File: src/rtl/bcd_countdown_timer_pkg.sv
// Shared types and constants for the BCD countdown timer.
// State encodings, BCD limits and a nibble-validity helper.
package bcd_countdown_timer_pkg;

    typedef enum logic [1:0] {
        IDLE  = 2'd0,
        RUN   = 2'd1,
        PAUSE = 2'd2,
        ALARM = 2'd3
    } state_t;

    localparam logic [3:0] DIGIT_MAX = 4'h9;
    localparam logic [7:0] SEC_MAX   = 8'h59;

    function automatic logic bcd_ok(input logic [7:0] v);
        return (v[7:4] <= DIGIT_MAX) && (v[3:0] <= DIGIT_MAX);
    endfunction

endpackage

File: src/rtl/bcd_countdown_timer_if.sv
// Control/status bundle between the watch controller and the countdown timer.
// The controller drives strobes and presets; the timer returns count and status.
interface bcd_countdown_timer_if;
    logic       tick;
    logic       load;
    logic [7:0] preset_min;
    logic [7:0] preset_sec;
    logic       start;
    logic       stop;
    logic [7:0] min;
    logic [7:0] sec;
    logic       running;
    logic       done;
    logic       alarm;

    modport master (
        output tick, load, preset_min, preset_sec, start, stop,
        input  min, sec, running, done, alarm
    );

    modport slave (
        input  tick, load, preset_min, preset_sec, start, stop,
        output min, sec, running, done, alarm
    );
endinterface

File: src/rtl/bcd_countdown_timer_down.sv
// Two-digit packed-BCD down counter with wrap value and ripple borrow.
// bout is combinational so a borrow reaches the next digit pair in one cycle.
module bcd_down_counter #(
    parameter logic [7:0] WRAPVAL = 8'h59
) (
    input  logic       clk,
    input  logic       reset,
    input  logic       bin,
    input  logic       load,
    input  logic [7:0] din,
    output logic [7:0] data,
    output logic       bout
);

    assign bout = bin && (data == 8'h00);

    always_ff @(posedge clk) begin
        if (reset) begin
            data <= 8'h00;
        end else if (load) begin
            data <= din;
        end else if (bin) begin
            if (data == 8'h00)
                data <= WRAPVAL;
            else if (data[3:0] == 4'h0)
                data <= {data[7:4] - 4'd1, 4'h9};
            else
                data <= {data[7:4], data[3:0] - 4'd1};
        end
    end

endmodule

File: src/rtl/bcd_countdown_timer.sv
// MM:SS countdown timer: FSM, preset validation, zero detect and alarm timeout.
// Decrements once per tick while running; raises alarm on reaching 00:00.
module bcd_countdown_timer
    import bcd_countdown_timer_pkg::*;
#(
    parameter logic [7:0] MAX_MIN     = 8'h99,
    parameter int         ALARM_TICKS = 10
) (
    input  logic                 clk,
    input  logic                 reset,
    bcd_countdown_timer_if.slave bus
);

    localparam logic [7:0] ALARM_LAST = 8'(ALARM_TICKS - 1);

    state_t     state;
    logic [7:0] alarm_cnt;
    logic [7:0] min_q;
    logic [7:0] sec_q;
    logic       sec_borrow;
    logic       min_borrow;
    logic       preset_ok;
    logic       load_ok;
    logic       nonzero;
    logic       at_one;
    logic       dec;

    assign preset_ok = bcd_ok(bus.preset_min) && bcd_ok(bus.preset_sec)
                    && (bus.preset_sec <= SEC_MAX)
                    && (bus.preset_min <= MAX_MIN);

    // stop outranks load; load is never honoured while running
    assign load_ok = bus.load && !bus.stop && (state != RUN) && preset_ok;
    assign nonzero = (min_q != 8'h00) || (sec_q != 8'h00);
    assign at_one  = (min_q == 8'h00) && (sec_q == 8'h01);
    assign dec     = (state == RUN) && bus.tick && !bus.stop && nonzero;

    bcd_down_counter #(.WRAPVAL(SEC_MAX)) u_sec (
        .clk   (clk),
        .reset (reset),
        .bin   (dec),
        .load  (load_ok),
        .din   (bus.preset_sec),
        .data  (sec_q),
        .bout  (sec_borrow)
    );

    bcd_down_counter #(.WRAPVAL(8'h99)) u_min (
        .clk   (clk),
        .reset (reset),
        .bin   (sec_borrow),
        .load  (load_ok),
        .din   (bus.preset_min),
        .data  (min_q),
        .bout  (min_borrow)
    );

    assign bus.min = min_q;
    assign bus.sec = sec_q;

    always_ff @(posedge clk) begin
        if (reset) begin
            state       <= IDLE;
            alarm_cnt   <= 8'd0;
            bus.running <= 1'b0;
            bus.done    <= 1'b0;
            bus.alarm   <= 1'b0;
        end else begin
            bus.done <= 1'b0;
            if (bus.stop) begin
                if (state == RUN) begin
                    state       <= PAUSE;
                    bus.running <= 1'b0;
                end else if (state == ALARM) begin
                    state     <= IDLE;
                    bus.alarm <= 1'b0;
                end
            end else if (bus.load && state != RUN) begin
                if (preset_ok) begin
                    state       <= IDLE;
                    bus.alarm   <= 1'b0;
                    bus.running <= 1'b0;
                end
            end else if (bus.start && (state == IDLE || state == PAUSE)
                         && nonzero) begin
                state       <= RUN;
                bus.running <= 1'b1;
            end else if (bus.tick) begin
                if (state == RUN && at_one) begin
                    state       <= ALARM;
                    bus.done    <= 1'b1;
                    bus.alarm   <= 1'b1;
                    bus.running <= 1'b0;
                    alarm_cnt   <= 8'd0;
                end else if (state == ALARM) begin
                    if (alarm_cnt == ALARM_LAST) begin
                        state     <= IDLE;
                        bus.alarm <= 1'b0;
                    end else begin
                        alarm_cnt <= alarm_cnt + 8'd1;
                    end
                end
            end
        end
    end

endmodule

File: src/flat_wrapper.sv
// flat-port wrapper written by rule: the top's interface ports become plain ports
module bcd_countdown_timer_flat import bcd_countdown_timer_pkg::*;
#(
    parameter logic [7:0] MAX_MIN     = 8'h99,
    parameter int         ALARM_TICKS = 10
)
  (clk, reset, bus_tick, bus_load, bus_preset_min, bus_preset_sec, bus_start, bus_stop, bus_min, bus_sec, bus_running, bus_done, bus_alarm);
  bcd_countdown_timer_if bus_i ();
  input  logic clk;
  input  logic reset;
  input wire logic [$bits(bus_i.tick)-1:0] bus_tick;
  input wire logic [$bits(bus_i.load)-1:0] bus_load;
  input wire logic [$bits(bus_i.preset_min)-1:0] bus_preset_min;
  input wire logic [$bits(bus_i.preset_sec)-1:0] bus_preset_sec;
  input wire logic [$bits(bus_i.start)-1:0] bus_start;
  input wire logic [$bits(bus_i.stop)-1:0] bus_stop;
  output wire logic [$bits(bus_i.min)-1:0] bus_min;
  output wire logic [$bits(bus_i.sec)-1:0] bus_sec;
  output wire logic [$bits(bus_i.running)-1:0] bus_running;
  output wire logic [$bits(bus_i.done)-1:0] bus_done;
  output wire logic [$bits(bus_i.alarm)-1:0] bus_alarm;
  assign bus_i.tick = bus_tick;
  assign bus_i.load = bus_load;
  assign bus_i.preset_min = bus_preset_min;
  assign bus_i.preset_sec = bus_preset_sec;
  assign bus_i.start = bus_start;
  assign bus_i.stop = bus_stop;
  assign bus_min = bus_i.min;
  assign bus_sec = bus_i.sec;
  assign bus_running = bus_i.running;
  assign bus_done = bus_i.done;
  assign bus_alarm = bus_i.alarm;
  bcd_countdown_timer #(.MAX_MIN(MAX_MIN), .ALARM_TICKS(ALARM_TICKS)) u_core (.clk(clk), .reset(reset), .bus(bus_i));
endmodule
File: config.mk
export PLATFORM = sky130hd
export DESIGN_NAME = bcd_countdown_timer_flat
export DESIGN_NICKNAME = d
export VERILOG_FILES = /design/src/rtl/bcd_countdown_timer_pkg.sv /design/src/rtl/bcd_countdown_timer_if.sv /design/src/rtl/bcd_countdown_timer_down.sv /design/src/rtl/bcd_countdown_timer.sv /design/src/flat_wrapper.sv
export SDC_FILE = /design/constraint.sdc
export NUM_CORES = 1
export LEC_CHECK = 0
export ABC_AREA = 1
export BUFFER_PORTS_ARGS = -buffer_cell sky130_fd_sc_hd__buf_2
export CAP_MARGIN = 20
export CORE_MARGIN = 1
export CORE_UTILIZATION = 25
export DETAILED_ROUTE_END_ITERATION = 10
export PLACE_DENSITY_LB_ADDON = 0.1
export SLEW_MARGIN = 20
export SYNTH_ARGS = -nofsm -noshare
export SYNTH_HDL_FRONTEND = slang
export SYNTH_HIERARCHICAL = 1
export SYNTH_SLANG_ARGS = --single-unit
File: constraint.sdc
create_clock -name clk -period 2.6 [get_ports clk]
set_input_delay 0.13 -clock clk [delete_from_list [all_inputs] [get_ports clk]]
set_output_delay 0.13 -clock clk [all_outputs]
set_load 0.02 [all_outputs]
==> impl_metrics.toml, run 1 <==
[floorplan]
die_w_um = 95.19
rows = 33
coreArea_um2 = 8299
die_height_um = 95.19
die-area_um2 = 9060
ioPinCount = 41
initial_core_util_pct = 26.16

[worst_setup_path]
crit_type = "flop to flop"
arrival_ns = 2.33
critPathBufInv = 3
slowest_stage = "dfxtp_1"
critPathLaunch = "u_core/u_sec/data[2]$_SDFFE_PP0P_"
cp.required_ns = 2.77
crit_chain = "nor2_1 > nand2_1 > nor2_2 > nand2_2 > nand2_1 > nor2_1 > inv_1 > nor3_1 > inv_1 > nand2_1 > inv_2 > nor3_1 > nor2_1"
max_stage_delay_ns = 0.47
crit_family = "simple AND/OR/NAND/NOR gates"
startpoint_type = "flop"
end_kind = "flop"
r2r-start = "u_core/u_sec/data[2]$_SDFFE_PP0P_"
path_max_fanout = 7

[clock_network]
post-cts-setup-buffers = 0
clk_path_buf_depth = 2
cts_root_buf = "clkbuf_8"
cts_tree = "yes"
clock_latency_ns = 0.28
cts_resized = 0
cts_hold_buf = 0
cts.sinks = 29
clk_pin_slew_ns = 0.07
numCtsBuffers = 5
htreeDepth = 2

[yosys]
syn_inst = 333
synth_area_um2 = 2171
syn_nets = 364
syn_area_per_cell_um2 = 6.519
yosys_warnings = 6

[final_layout]
register_area_um2 = 580.6
fillCellCount = 919
drive_above_1_share_pct = 23.75
area_delta_synth_final_pct = 18.44
design_area_um2 = 2571
num_antenna_cells = 0
nets = 409
multi_input_area_um2 = 1378
final_cells = 484
final_util_pct = 30.98

[drt]
ant_nets = 0
drt_drc_violations_left = 0
wl_per_cell_um = 12.06
first_iter_violations = 107
vias = 2230
viasPerCell = 4.607
firstDrtPassIters = 4
wl_um = 5835

[timing]
fin_crit_ns = 2.161
worst_slew_pin_slew_ns = 0.3526
rsz0062_at_grt = "no"
timing.hold.ws_ns = 0.1451
worst_slack_ns = 0.4389
fin_skew_ns = 0.004428
slew_viol_final = 0
slew_headroom_pct = 76.49
fin_crit_sh_pct = 83.12
tns_ns = 0
fmax_ghz = 0.4627
setup_viol = 0
final_hold_viol_count = 0

[global_routing]
grt_pass1_wl_um = 9818
grt_max_degree = 17
antenna_found_initial = 0
grt.overflow.total = 0
gr-usage-all-layers_pct = 13.91
grt_pass1_vias = 2145

[power_and_ir_drop]
leakagePower_nw = 1.195
power_per_cell_area_nw_per_um2 = 392.5
vdd_drop_max_uv = 180.0
power_mw = 1.009

[status]
outcome = "finished, final reports clean"

[flow_run]
max_cap_violations = 0

[placement]
port_buffers = 40
place.gp.congestion = 0.7817
place_ws_ns = 0.4114
dpl_cell_area_um2 = 2485
dp_hpwl_um = 4579
placedCellCount = 476

[min_path]
hp-class = "primary input to flop"
holdCritStartpoint = "bus_preset_sec[6]"
## report_power, final
part | internal [mW] | total [mW] | leakage, nW | switching [mW]
clock network | 0.185 | 0.379 | 0.0439 | 0.195
registers | 0.452 | 0.462 | 0.234 | 0.0101
logic | 0.0603 | 0.168 | 0.917 | 0.107
total | 0.697 | 1.01 | 1.19 | 0.312
## sequential cells by signal (all words and copies together) (netlist names)
name,flops
u_core/u_sec/data,8
u_core/state,2
u_core/u_min/data,8
u_core/bus.running,1
u_core/alarm_cnt,8
u_core/bus.done,1
u_core/bus.alarm,1
## layout by cell type, fill, tap and decap left out, types with 2 or more instances in the layout
cell       n
o221ai_1   3
nor3_1     6
nor3_2     2
o21ai_0    7
a21oi_1   23
o21ai_2    3
nand3_1   23
a22oi_1    5
nand2_1   70
ha_1       9
clkinv_2   2
buf_4      2
nand2_2    7
a21oi_2    3
nor2_4     3
xnor2_1    3
nor2_1    51
inv_2      9
nor2_2     5
clkbuf_8   5
xor2_1     5
inv_1     37
nand4_1    7
buf_2     40
o21ai_1    5
nand2_4    4
dfxtp_1   29
clkinv_1   2
## final cells by class
type,count,share of cell area (%)
Multi-Input combinational cell,252,53.58
Sequential cell,29,22.58
Timing Repair Buffer,42,8.370
Inverter,48,7.007
Tap cell,105,5.109
Clock buffer,5,2.676
Clock inverter,3,0.6813
## final timing paths
kind,to,slack [ns],cells past startpoint
setup reg to reg,u_core/u_min/data[0]$_SDFFE_PP0P_,0.44,13
hold / removal,u_core/u_sec/data[6]$_SDFFE_PP0P_,0.15,3
setup / recovery,u_core/u_min/data[0]$_SDFFE_PP0P_,0.44,13
hold reg to reg,u_core/bus.running$_SDFFE_PP0P_,0.48,2
## worst min-delay path, stage by stage
cell and delay (ns):
buf_2 0.09, a21oi_1 0.06, a21oi_1 0.11
## layer usage
layer  wire (um)  part of all wire, %  global-route usage [%]  vias to the layer above
li1            -                    -                       -                     1162
met1        2750                   47                   17.16                     1005
met2        2715                   47                   23.69                       57
met3         290                  5.0                   3.270                        6
met4          79                  1.4                   4.419                        0
met5           0                    0                       0                        -
Power figures use the tool's default switching activity.
==> inputs of run 2 (changes only) <==
Clock period 2.6 ns to 1.8 ns, I/O delays scaled along.
==> run 2 against run 1 <==
Net effect: total power increased by 47%; global-route usage increased by 0.80 points; count of clock-buffer cells in the layout increased by 1; clock skew increased by 0.0032 ns; non-clock buffer count increased by 42; utilization increased by 5.2 points; die area unchanged.
==> impl_metrics.toml, run 2 (synthesis gave the netlist of run 1 again) <==
[timing]
fin_crit_sh_pct = 93.06
rsz0062_at_grt = "no"
fin_crit_ns = 1.675
slew_headroom_pct = 77.22
fin_skew_ns = 0.007654
timing.hold.ws_ns = 0.1150
setup_viol = 0
worst_slew_pin_slew_ns = 0.3386
final_hold_viol_count = 0
fmax_ghz = 0.5970
slew_viol_final = 0

[drt]
wl_um = 6307
viasPerCell = 4.515
ant_nets = 0
vias = 2375
drt_drc_violations_left = 0
first_iter_violations = 100
firstDrtPassIters = 4
wl_per_cell_um = 11.99

[worst_setup_path]
crit_chain = "buf_4 > inv_1 > ha_1 > nand3_1 > nor3_4 > inv_2 > nand2_4 > inv_2 > a22oi_2 > a21oi_1"
cp.required_ns = 1.96
path_max_fanout = 5
crit_type = "flop to flop"
max_stage_delay_ns = 0.34
slowest_stage = "dfxtp_4"
crit_top_cell = "inv_2"
startpoint_type = "flop"
arrival_ns = 1.83
end_kind = "flop"

[global_routing]
antenna_found_initial = 0
grt_pass1_vias = 2194
gr-usage-all-layers_pct = 14.71
grt_pass1_wl_um = 10290
grt.overflow.total = 0
grt_max_degree = 12

[final_layout]
final_common_cell = "nand2_1"
drive_above_1_share_pct = 38.95
mostFrequentLayoutCells = "nand2_1, nor2_1, buf_4"
reg_top3 = "u_core/alarm_cnt x8, u_core/u_min/data x8, u_core/u_sec/data x8"
num_antenna_cells = 0
fillCellCount = 925
final_cells = 526
nets = 451
area_delta_synth_final_pct = 38.27

[power_and_ir_drop]
power_mw = 1.487
vdd_drop_max_uv = 209.9
power_per_cell_area_nw_per_um2 = 495.4
leakagePower_nw = 1.430

[floorplan]
rows = 33
die_w_um = 95.19
die-area_um2 = 9060
initial_core_util_pct = 26.16
die_height_um = 95.19
coreArea_um2 = 8299
ioPinCount = 41

[placement]
place.gp.congestion = 0.8148
port_buffers = 40
dp_hpwl_um = 5140
placedCellCount = 514

[clock_network]
clk_pin_slew_ns = 0.06
numCtsBuffers = 5
clock_latency_ns = 0.28
htreeDepth = 2
cts_tree = "yes"
cts_root_buf = "clkbuf_8"
cts.sinks = 29
clk_path_buf_depth = 2

[min_path]
hp-class = "primary input to flop"

[flow_run]
max_cap_violations = 0

[status]
outcome = "finished, final reports clean"
## run 2: cell count changes in the layout (fill, tap and decap cells not counted), sizes merged
cell	previous run	this run
buf	42	84
clkbuf	5	6
clkinvlp	1	0
## run 2: worst max-delay path, delay by kind of cell (launching register included)
kind	cells	cell delay, ns
flip-flops	1	0.34
AO/OA/AOI/OAI	2	0.22
adder cells (fa/ha/maj)	1	0.14
AND/OR/NAND/NOR	3	0.49
buffers and inverters	4	0.36
## run 2: layout make-up
class | instances | area [um^2] | share of cell area [%]
multi-input combinational | 252 | 1444 | 48.10
sequential | 29 | 616.8 | 20.55
timing repair buffer | 84 | 546.8 | 18.22
inverter | 48 | 180.2 | 6.003
tap | 105 | 131.4 | 4.377
clock buffer | 6 | 72.57 | 2.418
clock inverter | 2 | 10.01 | 0.3335
## run 2: per-stage QoR
step / area, um^2 / worst slack, ns / util (%) / setup TNS [ns]
final: 3002 / 0.1249 / 36.17 / 0
after global routing: 3002 / 0.004518 / 36.17 / 0
after detailed placement: 2833 / -0.01465 / 34.13 / -0.02499
after global placement: 2833 / 0.02209 / 34.13 / 0
after floorplan: 2226 / 0.008636 / - / 0
after CTS: 2915 / 0.004741 / 35.13 / 0
## run 2: repair_timing
action,in CTS,in global routing
endpoints found under the setup margin,3,12
hold buffers,0,0
buffers inserted,0,4
gates resized for setup,0,17
pin swaps,1,13
## run 2: final timing paths
check                                     from                                 to  slack (ns)  cells past startpoint
max          u_core/u_sec/data[4]$_SDFFE_PP0P_  u_core/u_min/data[1]$_SDFFE_PP0P_        0.12                     10
min                          bus_preset_sec[7]  u_core/u_sec/data[7]$_SDFFE_PP0P_        0.11                      3
min reg2reg   u_core/alarm_cnt[5]$_SDFFE_PP0P_   u_core/alarm_cnt[5]$_SDFFE_PP0P_        0.48                      2
max reg2reg  u_core/u_sec/data[4]$_SDFFE_PP0P_  u_core/u_min/data[1]$_SDFFE_PP0P_        0.12                     10
## run 2: routing by layer
| metal | vias up | track usage [%] | part of all wire [%] |
|---|---|---|---|
| li1 | 1244 | - | - |
| met3 | 4 | 2.472 | 3.5 |
| met4 | 0 | 3.535 | 0.94 |
| met2 | 47 | 25.48 | 49 |
| met5 | - | 0 | 0 |
| met1 | 1080 | 18.82 | 47 |
## run 2: where the power goes
| group | switching, mW | total, mW | leakage (nW) | internal [mW] |
|---|---|---|---|---|
| registers | 0.00800 | 0.655 | 0.245 | 0.647 |
| logic | 0.180 | 0.311 | 1.14 | 0.131 |
| clock network | 0.253 | 0.521 | 0.0450 | 0.268 |
| total | 0.442 | 1.49 | 1.43 | 1.05 |
